[config.mk]
export PLATFORM = sky130hd
export DESIGN_NAME = alu_seq
export DESIGN_NICKNAME = d
export VERILOG_FILES = /design/src/rtl/alu_seq.sv
export SDC_FILE = /design/constraint.sdc
export NUM_CORES = 1
export LEC_CHECK = 0
export ABC_AREA = 1
export BUFFER_PORTS_ARGS = -buffer_cell sky130_fd_sc_hd__buf_2
export CORE_ASPECT_RATIO = 0.6
export CORE_UTILIZATION = 44
export DETAILED_ROUTE_END_ITERATION = 10
export PLACE_DENSITY_LB_ADDON = 0.15
export SLEW_MARGIN = 20
export SYNTH_ARGS = -nofsm -noshare
export SYNTH_HDL_FRONTEND = slang
export SYNTH_SLANG_ARGS = --single-unit
[constraint.sdc]
create_clock -name clk -period 5.12 [get_ports clk]
set_input_delay 1.024 -clock clk [delete_from_list [all_inputs] [get_ports clk]]
set_output_delay 1.024 -clock clk [all_outputs]
set_load 0.005 [all_outputs]
[src/rtl/alu_seq.sv]
// Registered ALU with handshake, persistent flags and optional shift-add multiply /
// restoring divide (compiled only when ALU_MULDIV_EN is defined).
module alu_seq #(
    parameter int WIDTH = 8
) (
    input  logic             clk,
    input  logic             rst,
    input  logic             start,
    input  logic [3:0]       Opcode,
    input  logic [WIDTH-1:0] Op1,
    input  logic [WIDTH-1:0] Op2,
    output logic             busy,
    output logic             done,
    output logic [WIDTH-1:0] Res,
    output logic [WIDTH-1:0] ResHi,
    output logic             C,
    output logic             AC,
    output logic             Z,
    output logic             S,
    output logic             V,
    output logic             ERR
);

    localparam logic [3:0] OP_ADD = 4'd0;
    localparam logic [3:0] OP_SUB = 4'd1;
    localparam logic [3:0] OP_AND = 4'd2;
    localparam logic [3:0] OP_OR  = 4'd3;
    localparam logic [3:0] OP_XOR = 4'd4;
    localparam logic [3:0] OP_NOT = 4'd5;
    localparam logic [3:0] OP_SHL = 4'd6;
    localparam logic [3:0] OP_SHR = 4'd7;
    localparam logic [3:0] OP_ADC = 4'd8;
    localparam logic [3:0] OP_SBB = 4'd9;
    localparam logic [3:0] OP_CMP = 4'd12;
`ifdef ALU_MULDIV_EN
    localparam logic [3:0] OP_MUL = 4'd10;
    localparam logic [3:0] OP_DIV = 4'd11;
    localparam int         CW     = $clog2(WIDTH);

    typedef enum logic [1:0] {ST_IDLE = 2'd0, ST_DONE = 2'd1, ST_ITER = 2'd2} state_t;
`else
    typedef enum logic [1:0] {ST_IDLE = 2'd0, ST_DONE = 2'd1} state_t;
`endif

    // {carry/borrow, result} of a WIDTH+1 bit add or subtract
    function automatic logic [WIDTH:0] f_addsub(input logic [WIDTH-1:0] a,
                                                input logic [WIDTH-1:0] b,
                                                input logic cin, input logic sub);
        logic [WIDTH:0] ci;
        ci = {{WIDTH{1'b0}}, cin};
        if (sub)
            return {1'b0, a} - {1'b0, b} - ci;
        return {1'b0, a} + {1'b0, b} + ci;
    endfunction

    function automatic logic f_nibble(input logic [3:0] a, input logic [3:0] b,
                                      input logic cin, input logic sub);
        logic [4:0] t;
        if (sub)
            t = {1'b0, a} - {1'b0, b} - {4'd0, cin};
        else
            t = {1'b0, a} + {1'b0, b} + {4'd0, cin};
        return t[4];
    endfunction

    function automatic logic f_ovf(input logic a_msb, input logic b_msb,
                                   input logic r_msb, input logic sub);
        if (sub)
            return (a_msb != b_msb) && (r_msb != a_msb);
        return (a_msb == b_msb) && (r_msb != a_msb);
    endfunction

    state_t           r_state;
    logic [3:0]       r_op;
    logic [WIDTH-1:0] r_a, r_b;
    logic [WIDTH-1:0] r_res, r_reshi;
    logic             r_c, r_ac, r_z, r_s, r_v, r_err;
    logic             r_busy, r_done;
`ifdef ALU_MULDIV_EN
    logic [WIDTH:0]   r_hi;
    logic [WIDTH-1:0] r_lo;
    logic [CW-1:0]    r_cnt;
    logic [WIDTH:0]   w_madd, w_rsh, w_dif;
`endif

    logic             w_sub, w_cin, w_legal, w_wr;
    logic [WIDTH:0]   w_sum;
    logic [WIDTH-1:0] w_res, w_hi;
    logic             w_c, w_ac, w_z, w_s, w_v, w_err;

`ifdef ALU_MULDIV_EN
    // One iteration of the shift-add multiplier and of the restoring divider
    always_comb begin
        w_madd = r_hi + (r_lo[0] ? {1'b0, r_b} : {(WIDTH+1){1'b0}});
        w_rsh  = {r_hi[WIDTH-1:0], r_lo[WIDTH-1]};
        w_dif  = w_rsh - {1'b0, r_b};
    end
`endif

    always_comb begin
        w_sub   = (r_op == OP_SUB) || (r_op == OP_SBB) || (r_op == OP_CMP);
        w_cin   = r_c && ((r_op == OP_ADC) || (r_op == OP_SBB));
        w_sum   = f_addsub(r_a, r_b, w_cin, w_sub);
        w_res   = '0;
        w_hi    = '0;
        w_c     = 1'b0;
        w_ac    = 1'b0;
        w_v     = 1'b0;
        w_err   = 1'b0;
        w_legal = 1'b1;
        w_wr    = (r_op != OP_CMP);
        case (r_op)
            OP_ADD, OP_SUB, OP_ADC, OP_SBB, OP_CMP: begin
                w_res = w_sum[WIDTH-1:0];
                w_c   = w_sum[WIDTH];
                w_ac  = f_nibble(r_a[3:0], r_b[3:0], w_cin, w_sub);
                w_v   = f_ovf(r_a[WIDTH-1], r_b[WIDTH-1], w_sum[WIDTH-1], w_sub);
            end
            OP_AND: w_res = r_a & r_b;
            OP_OR:  w_res = r_a | r_b;
            OP_XOR: w_res = r_a ^ r_b;
            OP_NOT: w_res = ~r_a;
            OP_SHL: begin
                w_res = {r_a[WIDTH-2:0], 1'b0};
                w_c   = r_a[WIDTH-1];
            end
            OP_SHR: begin
                w_res = {1'b0, r_a[WIDTH-1:1]};
                w_c   = r_a[0];
            end
`ifdef ALU_MULDIV_EN
            OP_MUL: begin
                w_res = r_lo;
                w_hi  = r_hi[WIDTH-1:0];
                w_c   = |r_hi[WIDTH-1:0];
                w_v   = |r_hi[WIDTH-1:0];
            end
            OP_DIV: begin
                if (r_b == '0) begin
                    w_res = '1;
                    w_hi  = r_a;
                    w_c   = 1'b1;
                    w_err = 1'b1;
                end else begin
                    w_res = r_lo;
                    w_hi  = r_hi[WIDTH-1:0];
                end
            end
`endif
            default: begin
                w_err   = 1'b1;
                w_legal = 1'b0;
                w_wr    = 1'b1;
            end
        endcase
`ifdef ALU_MULDIV_EN
        // The multiplier reports zero/sign over the full double-width product
        if (r_op == OP_MUL) begin
            w_z = ~|{w_hi, w_res};
            w_s = w_hi[WIDTH-1];
        end else begin
            w_z = w_legal && (w_res == '0);
            w_s = w_res[WIDTH-1];
        end
`else
        w_z = w_legal && (w_res == '0);
        w_s = w_res[WIDTH-1];
`endif
    end

    always_ff @(posedge clk or posedge rst) begin
        if (rst) begin
            r_state <= ST_IDLE;
            r_op    <= '0;
            r_a     <= '0;
            r_b     <= '0;
            r_res   <= '0;
            r_reshi <= '0;
            r_c     <= 1'b0;
            r_ac    <= 1'b0;
            r_z     <= 1'b0;
            r_s     <= 1'b0;
            r_v     <= 1'b0;
            r_err   <= 1'b0;
            r_busy  <= 1'b0;
            r_done  <= 1'b0;
`ifdef ALU_MULDIV_EN
            r_hi    <= '0;
            r_lo    <= '0;
            r_cnt   <= '0;
`endif
        end else begin
            r_done <= 1'b0;
            case (r_state)
                ST_IDLE: begin
                    if (start) begin
                        r_op    <= Opcode;
                        r_a     <= Op1;
                        r_b     <= Op2;
                        r_busy  <= 1'b1;
                        r_state <= ST_DONE;
`ifdef ALU_MULDIV_EN
                        r_hi    <= '0;
                        r_lo    <= Op1;
                        r_cnt   <= CW'(WIDTH - 1);
                        if (((Opcode == OP_MUL) || (Opcode == OP_DIV)) && (Op2 != '0))
                            r_state <= ST_ITER;
`endif
                    end
                end
`ifdef ALU_MULDIV_EN
                ST_ITER: begin
                    if (r_op == OP_MUL) begin
                        r_hi <= {1'b0, w_madd[WIDTH:1]};
                        r_lo <= {w_madd[0], r_lo[WIDTH-1:1]};
                    end else if (!w_dif[WIDTH]) begin
                        r_hi <= w_dif;
                        r_lo <= {r_lo[WIDTH-2:0], 1'b1};
                    end else begin
                        r_hi <= w_rsh;
                        r_lo <= {r_lo[WIDTH-2:0], 1'b0};
                    end
                    if (r_cnt == '0)
                        r_state <= ST_DONE;
                    else
                        r_cnt <= r_cnt - 1'b1;
                end
`endif
                ST_DONE: begin
                    if (w_wr) begin
                        r_res   <= w_res;
                        r_reshi <= w_hi;
                    end
                    r_c     <= w_c;
                    r_ac    <= w_ac;
                    r_z     <= w_z;
                    r_s     <= w_s;
                    r_v     <= w_v;
                    r_err   <= w_err;
                    r_done  <= 1'b1;
                    r_busy  <= 1'b0;
                    r_state <= ST_IDLE;
                end
                default: r_state <= ST_IDLE;
            endcase
        end
    end

    assign busy  = r_busy;
    assign done  = r_done;
    assign Res   = r_res;
    assign ResHi = r_reshi;
    assign C     = r_c;
    assign AC    = r_ac;
    assign Z     = r_z;
    assign S     = r_s;
    assign V     = r_v;
    assign ERR   = r_err;

endmodule

==> results of run 1 <==
==> logic make-up after synthesis <==
group	after synthesis	share of synthesized area
adders and majority gates	34	0.1467
xor gates and xnor gates	3	0.008462
buffers and inverters	90	0.1217
DFF	36	0.2901
AOI/OAI and AO/OA	56	0.09871
other	1	0.001208
and+or+nand+nor	241	0.3332
==> cells in the mapped netlist (2+ instances only) <==
cell type | count | area [µm²]
nand2_1 | 133 | 499.2
inv_1 | 71 | 266.5
nand3_1 | 47 | 235.2
nor2_1 | 42 | 157.7
dfrtp_1 | 36 | 900.9
o21ai_0 | 32 | 160.2
ha_1 | 30 | 375.4
a21oi_1 | 10 | 50.05
buf_4 | 8 | 60.06
nand4_1 | 6 | 37.54
a31oi_1 | 5 | 31.28
clkbuf_1 | 4 | 15.01
fa_1 | 4 | 80.08
nand3b_1 | 3 | 22.52
buf_2 | 2 | 10.01
clkinv_1 | 2 | 7.510
inv_2 | 2 | 7.510
nand2_4 | 2 | 22.52
nand3_2 | 2 | 20.02
nor3_1 | 2 | 10.01
o211ai_1 | 2 | 15.01
o221ai_1 | 2 | 17.52
o22ai_1 | 2 | 12.51
xor2_1 | 2 | 17.52
==> stage by stage <==
step / std cells / instance area (µm²) / worst slack, ps / utilization
floorplan: 468 / 3132 / 2834 / -
global placement: 579 / 3342 / 2560 / 0.4963
detailed placement: 579 / 3342 / 2512 / 0.4963
CTS: 587 / 3488 / 2478 / 0.5180
global route: 587 / 3488 / 2146 / 0.5180
finish: 587 / 3488 / 2448 / 0.5180
==> placed cells by master, fill, tap and decap left out, types with 8 or more instances in the layout <==
| master | netlist | final |
|---|---|---|
| dfrtp_1 | 36 | 36 |
| conb_1 | 1 | 8 |
| a21oi_1 | 10 | 10 |
| ha_1 | 30 | 30 |
| nand2_1 | 133 | 133 |
| nor2_1 | 42 | 42 |
| buf_2 | 2 | 38 |
| inv_1 | 71 | 70 |
| nand3_1 | 47 | 47 |
| o21ai_0 | 32 | 32 |
==> state kept, by name (all words and copies together) (netlist names) <==
signal,flops
Res,8
r_a,8
r_b,8
r_op,4
AC,1
C,1
ERR,1
S,1
V,1
Z,1
busy,1
done,1
==> worst reg2reg max path: cells and delay by family, from the launching register on <==
family	cells	cell delay, ps
AND/OR/NAND/NOR	7	850
adder cells (fa/ha/maj)	2	670
AO/OA/AOI/OAI	2	430
flip-flops	1	400
buffers and inverters	1	200
==> worst paths after layout <==
| path | start | end | slack [ps] | cells after the start |
|---|---|---|---|---|
| worst max register to register | r_op[1]$_DFFE_PP0P_ | S$_DFFE_PP0P_ | 2450 | 12 |
| max in group asynchronous | rst | ERR$_DFFE_PP0P_ | 3940 | 3 |
| worst min register to register | Z$_DFFE_PP0P_ | Z$_DFFE_PP0P_ | 470 | 2 |
| min in group asynchronous | rst | r_op[0]$_DFFE_PP0P_ | 840 | 3 |
| worst max-delay path | r_op[1]$_DFFE_PP0P_ | S$_DFFE_PP0P_ | 2450 | 12 |
| worst min-delay path | Z$_DFFE_PP0P_ | Z$_DFFE_PP0P_ | 470 | 2 |
==> routing by layer <==
layer / up-vias / part of all wire / GRT usage
li1: 1521 / - / -
met3: 4 / 0.085 / 0.04641
met1: 1315 / 0.55 / 0.3763
met2: 122 / 0.36 / 0.3137
met4: 0 / 0.0053 / 0.03667
met5: - / 0 / 0
==> power by group through the flow <==
stage                     Combinational (µW)  Sequential, µW  Clock, µW
final                                    598             390        311
after global routing                     680             399        333
after CTS                                591             391        318
after detailed placement                 585             396          0
after global placement                   582             392          0
after floorplan                          426             388          0
==> final cells by class <==
class / instances / area share
Tap cell: 87 / 0.03121
Clock buffer: 8 / 0.04197
Inverter: 75 / 0.08070
Multi-Input combinational cell: 342 / 0.5312
Timing Repair Buffer: 39 / 0.05667
Sequential cell: 36 / 0.2582
==> out/results.tsv, run 1 <==
metric	value	unit
peak supply drop	0.2076	mV
WS Path Type	reg2reg	
RSZ-0062 raised after global routing	no	
pins over their slew limit	0	
WP buf/inv	1	
status	completed	
Inserted Diodes	0	
Cell Int Power	749.8	µW
period utilisation layout	0.5219	
H-tree Lvls	2	
Syn Inst Count	461	
worst-skew pair later-pin latency	280	ps
Clock power frac	0.240	
EDFF count, synth	0	
Reg power frac	0.300	
area grow syn2layout	12.33	%
fillers	718	
drt total wl	8258	µm
worst min-delay path class	reg2reg	
FP Rows	23	
CTS Hold Bufs	0	
Seq. cell area	900.9	µm²
Die W	110.5	µm
crit-path max cell delay	460	ps
initial drt markers	252	
layout cell share with drive strength beyond 1	0.1080	
CP delay by family, top	simple AND/OR/NAND/NOR gates	
TritonCTS clock tree	built	
# DRC	0	
Tot Pwr	1300	µW
Die Y	67.08	µm
Vias/cell	5.046	
post-synth cell types	34	
CP endpoint kind	register	
Peak Freq	374.3	MHz
clk buf depth	2	
initial core utilization	0.4612	
min Tclk post-route	2672	ps
power share of the combinational group	0.460	
1st-pass router iterations	5	
initial antenna violation count	0	
I/O pin cnt	47	
worst-path fanout max	7	
area of the multi-input gates	1853	µm²
synthesized cell area	3105	µm²
clock sinks	36	
clk slew on worst S/H paths	60	ps
vias	2962	
CP startpoint kind	register	
post-CTS resize count	0	
Slew @ Worst Pin	896.0	ps
ANT nets after route	0	
register area share after synthesis	0.2901	
Post-DP HPWL	6521	µm
first-pass GRT wire length	13200	µm
Psw	550.1	µW
NumNets Final	556	
Pleak	0.001910	µW
wire per inst	14.07	µm
# setup viols final	0	
Synth warnings	0	
grt total ovfl	0	
routability congestion estimate from global placement	0.8929	
PD cells	372.6	nW/µm²
Synth Flop Type	dfrtp_1	
CTS Buf Count	5	
WHS	473.4	ps
switching part of the total power	0.4232	
Die ar.	7409	µm²
vias in the first global route	2563	
GRT Resource Usage Total	0.2345	
number of I/O port buffers	38	
Required @ worst endpoint	5270	ps
placeable core area	6734	µm²
Max Cap Viol	0	
largest net degree at the start of global routing	42	
Final Skew	6.209	ps
clock root cell	clkbuf_16	
Avg Inst Size Synth	6.736	µm²
Fin Setup TNS	0	ps
worst path arrival time	2820	ps
#FFs+latches synth	36	
critical path's slowest cell	fa_1	
postcts setup bufs	0	
asr flop ratio synth	1.000	
crit-path cells	inv_1 > nand4_1 > fa_1 > ha_1 > nor2_1 > nand2_1 > nand3_1 > nand4_1 > nand3_1 > nand2_1 > a21oi_1 > o21ai_0	
Slew headroom	0.3990	
Final Hold Viols	0	
Note: power is estimated with default switching activity, not from simulation.
==> inputs of run 2 (changes only) <==
- ABC_AREA: 1 -> 0
- clock period: 5.12 -> 2.25 ns (I/O delays scaled with it)
==> out/results.tsv, run 2 <==
metric	value	unit
r2r setup slk	-700	ps
setup ws final	-702.0	ps
main combinational cell family by area after synthesis	compound AO/OA/AOI/OAI gates	
Avg Inst Size Synth	8.531	µm²
mux contribution to synthesized area	0.04424	
Die ar.	7488	µm²
synthesized cell area	3139	µm²
reg-to-reg startpoint	r_op[1]$_DFFE_PP0P_	
placed cells	550	
area grow syn2layout	37.50	%
Tot Pwr	3904	µW
Synth warnings	0	
register area share after synthesis	0.2870	
Syn Inst Count	368	
global-route layer with the greatest usage	met2	
post-layout util	0.6356	
critical path's slowest cell	dfrtp_1	
PD cells	904.4	nW/µm²
asr flop ratio synth	1.000	
Max Cap Viol	0	
first-pass GRT wire length	14750	µm
I/O pin cnt	47	
pins over their slew limit	0	
RSZ-0062 raised after global routing	yes	
clk buf depth	2	
NumNets Final	532	
cell taking the most area after synthesis	dfrtp_1	
most frequent cells in the layout	80 x buf_4, 43 x nand2_1, 38 x buf_2	
WP buf/inv	0	
WS Path Type	reg2reg	
largest cells by area after synthesis	dfrtp_1 29%, ha_1 12%, o21ai_0 5.9%	
min Tclk post-route	2952	ps
FP Rows	23	
grt total ovfl	0	
CP startpoint kind	register	
adder-cell area share of the yosys netlist	0.1451	
worst-path fanout max	3	
most used cell along the critical path	fa_2	
Compound-Gate Fraction of Synth Area	0.2308	
clock root cell	clkbuf_16	
#FFs+latches synth	36	
CTS Buf Count	5	
failing checks	DRC, setup timing	
worst-skew pair later-pin latency	290	ps
clk slew on worst S/H paths	60	ps
# DRC	4	
ANT nets after route	0	
CTS Hold Bufs	0	
Slew headroom	0.4131	
GRT Resource Usage Total	0.2605	
Final Hold Viols	0	
met2 global-route usage	0.3899	
drt total wl	9370	µm
TritonCTS clock tree	built	
period utilisation layout	1.312	
top post-synthesis cells by count	43 x nand2_1, 37 x o21ai_0, 36 x dfrtp_1, 32 x inv_1, 30 x ha_1	
most numerous cell in the Yosys netlist	nand2_1	
Final Skew	4.877	ps
simple logic cell fraction of the synthesized area	0.1778	
worst min-delay path class	in2async	
Slew @ Worst Pin	878.4	ps
Post-DP HPWL	7083	µm
routability congestion estimate from global placement	0.9750	
vias	3117	
worst path arrival time	3140	ps
Layout Cells excl Fill	563	
H-tree Lvls	2	
Vias/cell	5.536	
crit-path max cell delay	400	ps
GR Layer Usage met1	0.3698	
# setup viols final	11	
FF-to-FF End	Z$_DFFE_PP0P_	
1st-pass router iterations	8	
met3 Use GR	0.06014	
largest net degree at the start of global routing	39	
wire per inst	16.64	µm
Inserted Diodes	0	
leading cell type in the layout, fill and taps excluded	buf_4	
EDFF count, synth	0	
Pleak	0.002055	µW
fillers	620	
clock sinks	36	
Die W	111.0	µm
crit-path cells	nor2_2 > nand3_2 > fa_2 > fa_2 > and3b_1 > o311a_1 > a2111o_1 > a311oi_2 > nand4_1 > o41ai_2	
Synth Flop Type	dfrtp_1	
initial core utilization	0.4622	
vias in the first global route	2905	
status	complete, but fails checks	
number of I/O port buffers	38	
Synth Area in XOR/XNOR	0.02511	
Required @ worst endpoint	2440	ps
Die Y	67.43	µm
dpl ws	-712.8	ps
Peak Freq	338.8	MHz
reg2reg path depth	10	
top-area cell type share of the netlist area	0.2870	
initial antenna violation count	0	
initial drt markers	269	
CP delay by family, top	compound AO/OA/AOI/OAI gates	
placeable core area	6792	µm²
peak supply drop	0.4287	mV
layout cell share with drive strength beyond 1	0.3571	
post-synth cell types	65	
CP endpoint kind	register	
## run 2: cells by family after synthesis
logic type      count (synthesis)
flops                          36
xor+xnor                        9
simple gates                  109
fa+ha+maj                      34
mux                            13
buf+inv                        60
compound gates                106
other cells                     1
## run 2: layout make-up
cell class                      count  area (µm²)  area share
Clock buffer                        5       125.1     0.02899
Timing Repair Buffer              121       833.3      0.1930
Multi-Input combinational cell    279        2186      0.5064
Clock inverter                      3       42.54    0.009855
Inverter                           32       120.1     0.02783
Tap cell                           87       108.9     0.02522
Sequential cell                    36       900.9      0.2087
## run 2: stage by stage
stage	hold WS, ps	TNS [ps]	cell area [µm²]
2_1_floorplan	473.3	-5640	3218
3_3_place_gp	463.9	-4563	3935
3_5_place_dp	471.8	-5157	3935
4_1_cts	290.7	-4936	4240
5_1_grt	329.9	-6769	4317
6_report	275.8	-5532	4317
## run 2: worst max-delay path by stage
stage	start	to	slack [ps]	cells past startpoint
after CTS	r_op[1]$_DFFE_PP0P_	Z$_DFFE_PP0P_	-660	10
after detailed placement	r_op[2]$_DFFE_PP0P_	Z$_DFFE_PP0P_	-710	10
final	r_op[1]$_DFFE_PP0P_	Z$_DFFE_PP0P_	-700	10
after floorplan	r_op[2]$_DFFE_PP0P_	Z$_DFFE_PP0P_	-840	13
after global placement	r_op[1]$_DFFE_PP0P_	Z$_DFFE_PP0P_	-620	10
after global routing	r_op[1]$_DFFE_PP0P_	Z$_DFFE_PP0P_	-790	10
## run 2: repair_timing
| action | 4_1_cts | 5_1_grt |
|---|---|---|
| setup buffers | 3 | 3 |
| pin swaps | 18 | 21 |
| resized for setup | 24 | 13 |
| setup endpoints to repair | 13 | 13 |
| cloned | 0 | 0 |
## run 2: per-layer routing
layer  routed length (µm)  part of all wire
met5                    0                 0
met4                  163             0.017
met3                  730             0.078
met2                 3900              0.42
met1                 4575              0.49
## run 2: worst min-delay path, cell delays in order
cell and delay (ps):
buf_2 90, inv_1 40, buf_4 420
## run 2: power breakdown
group	switching [µW]	total [µW]	leakage [µW]	internal [µW]
Combinational	1140	2220	0.00153	1080
Clock	293	814	0.0000798	521
Sequential	88.8	872	0.000448	783
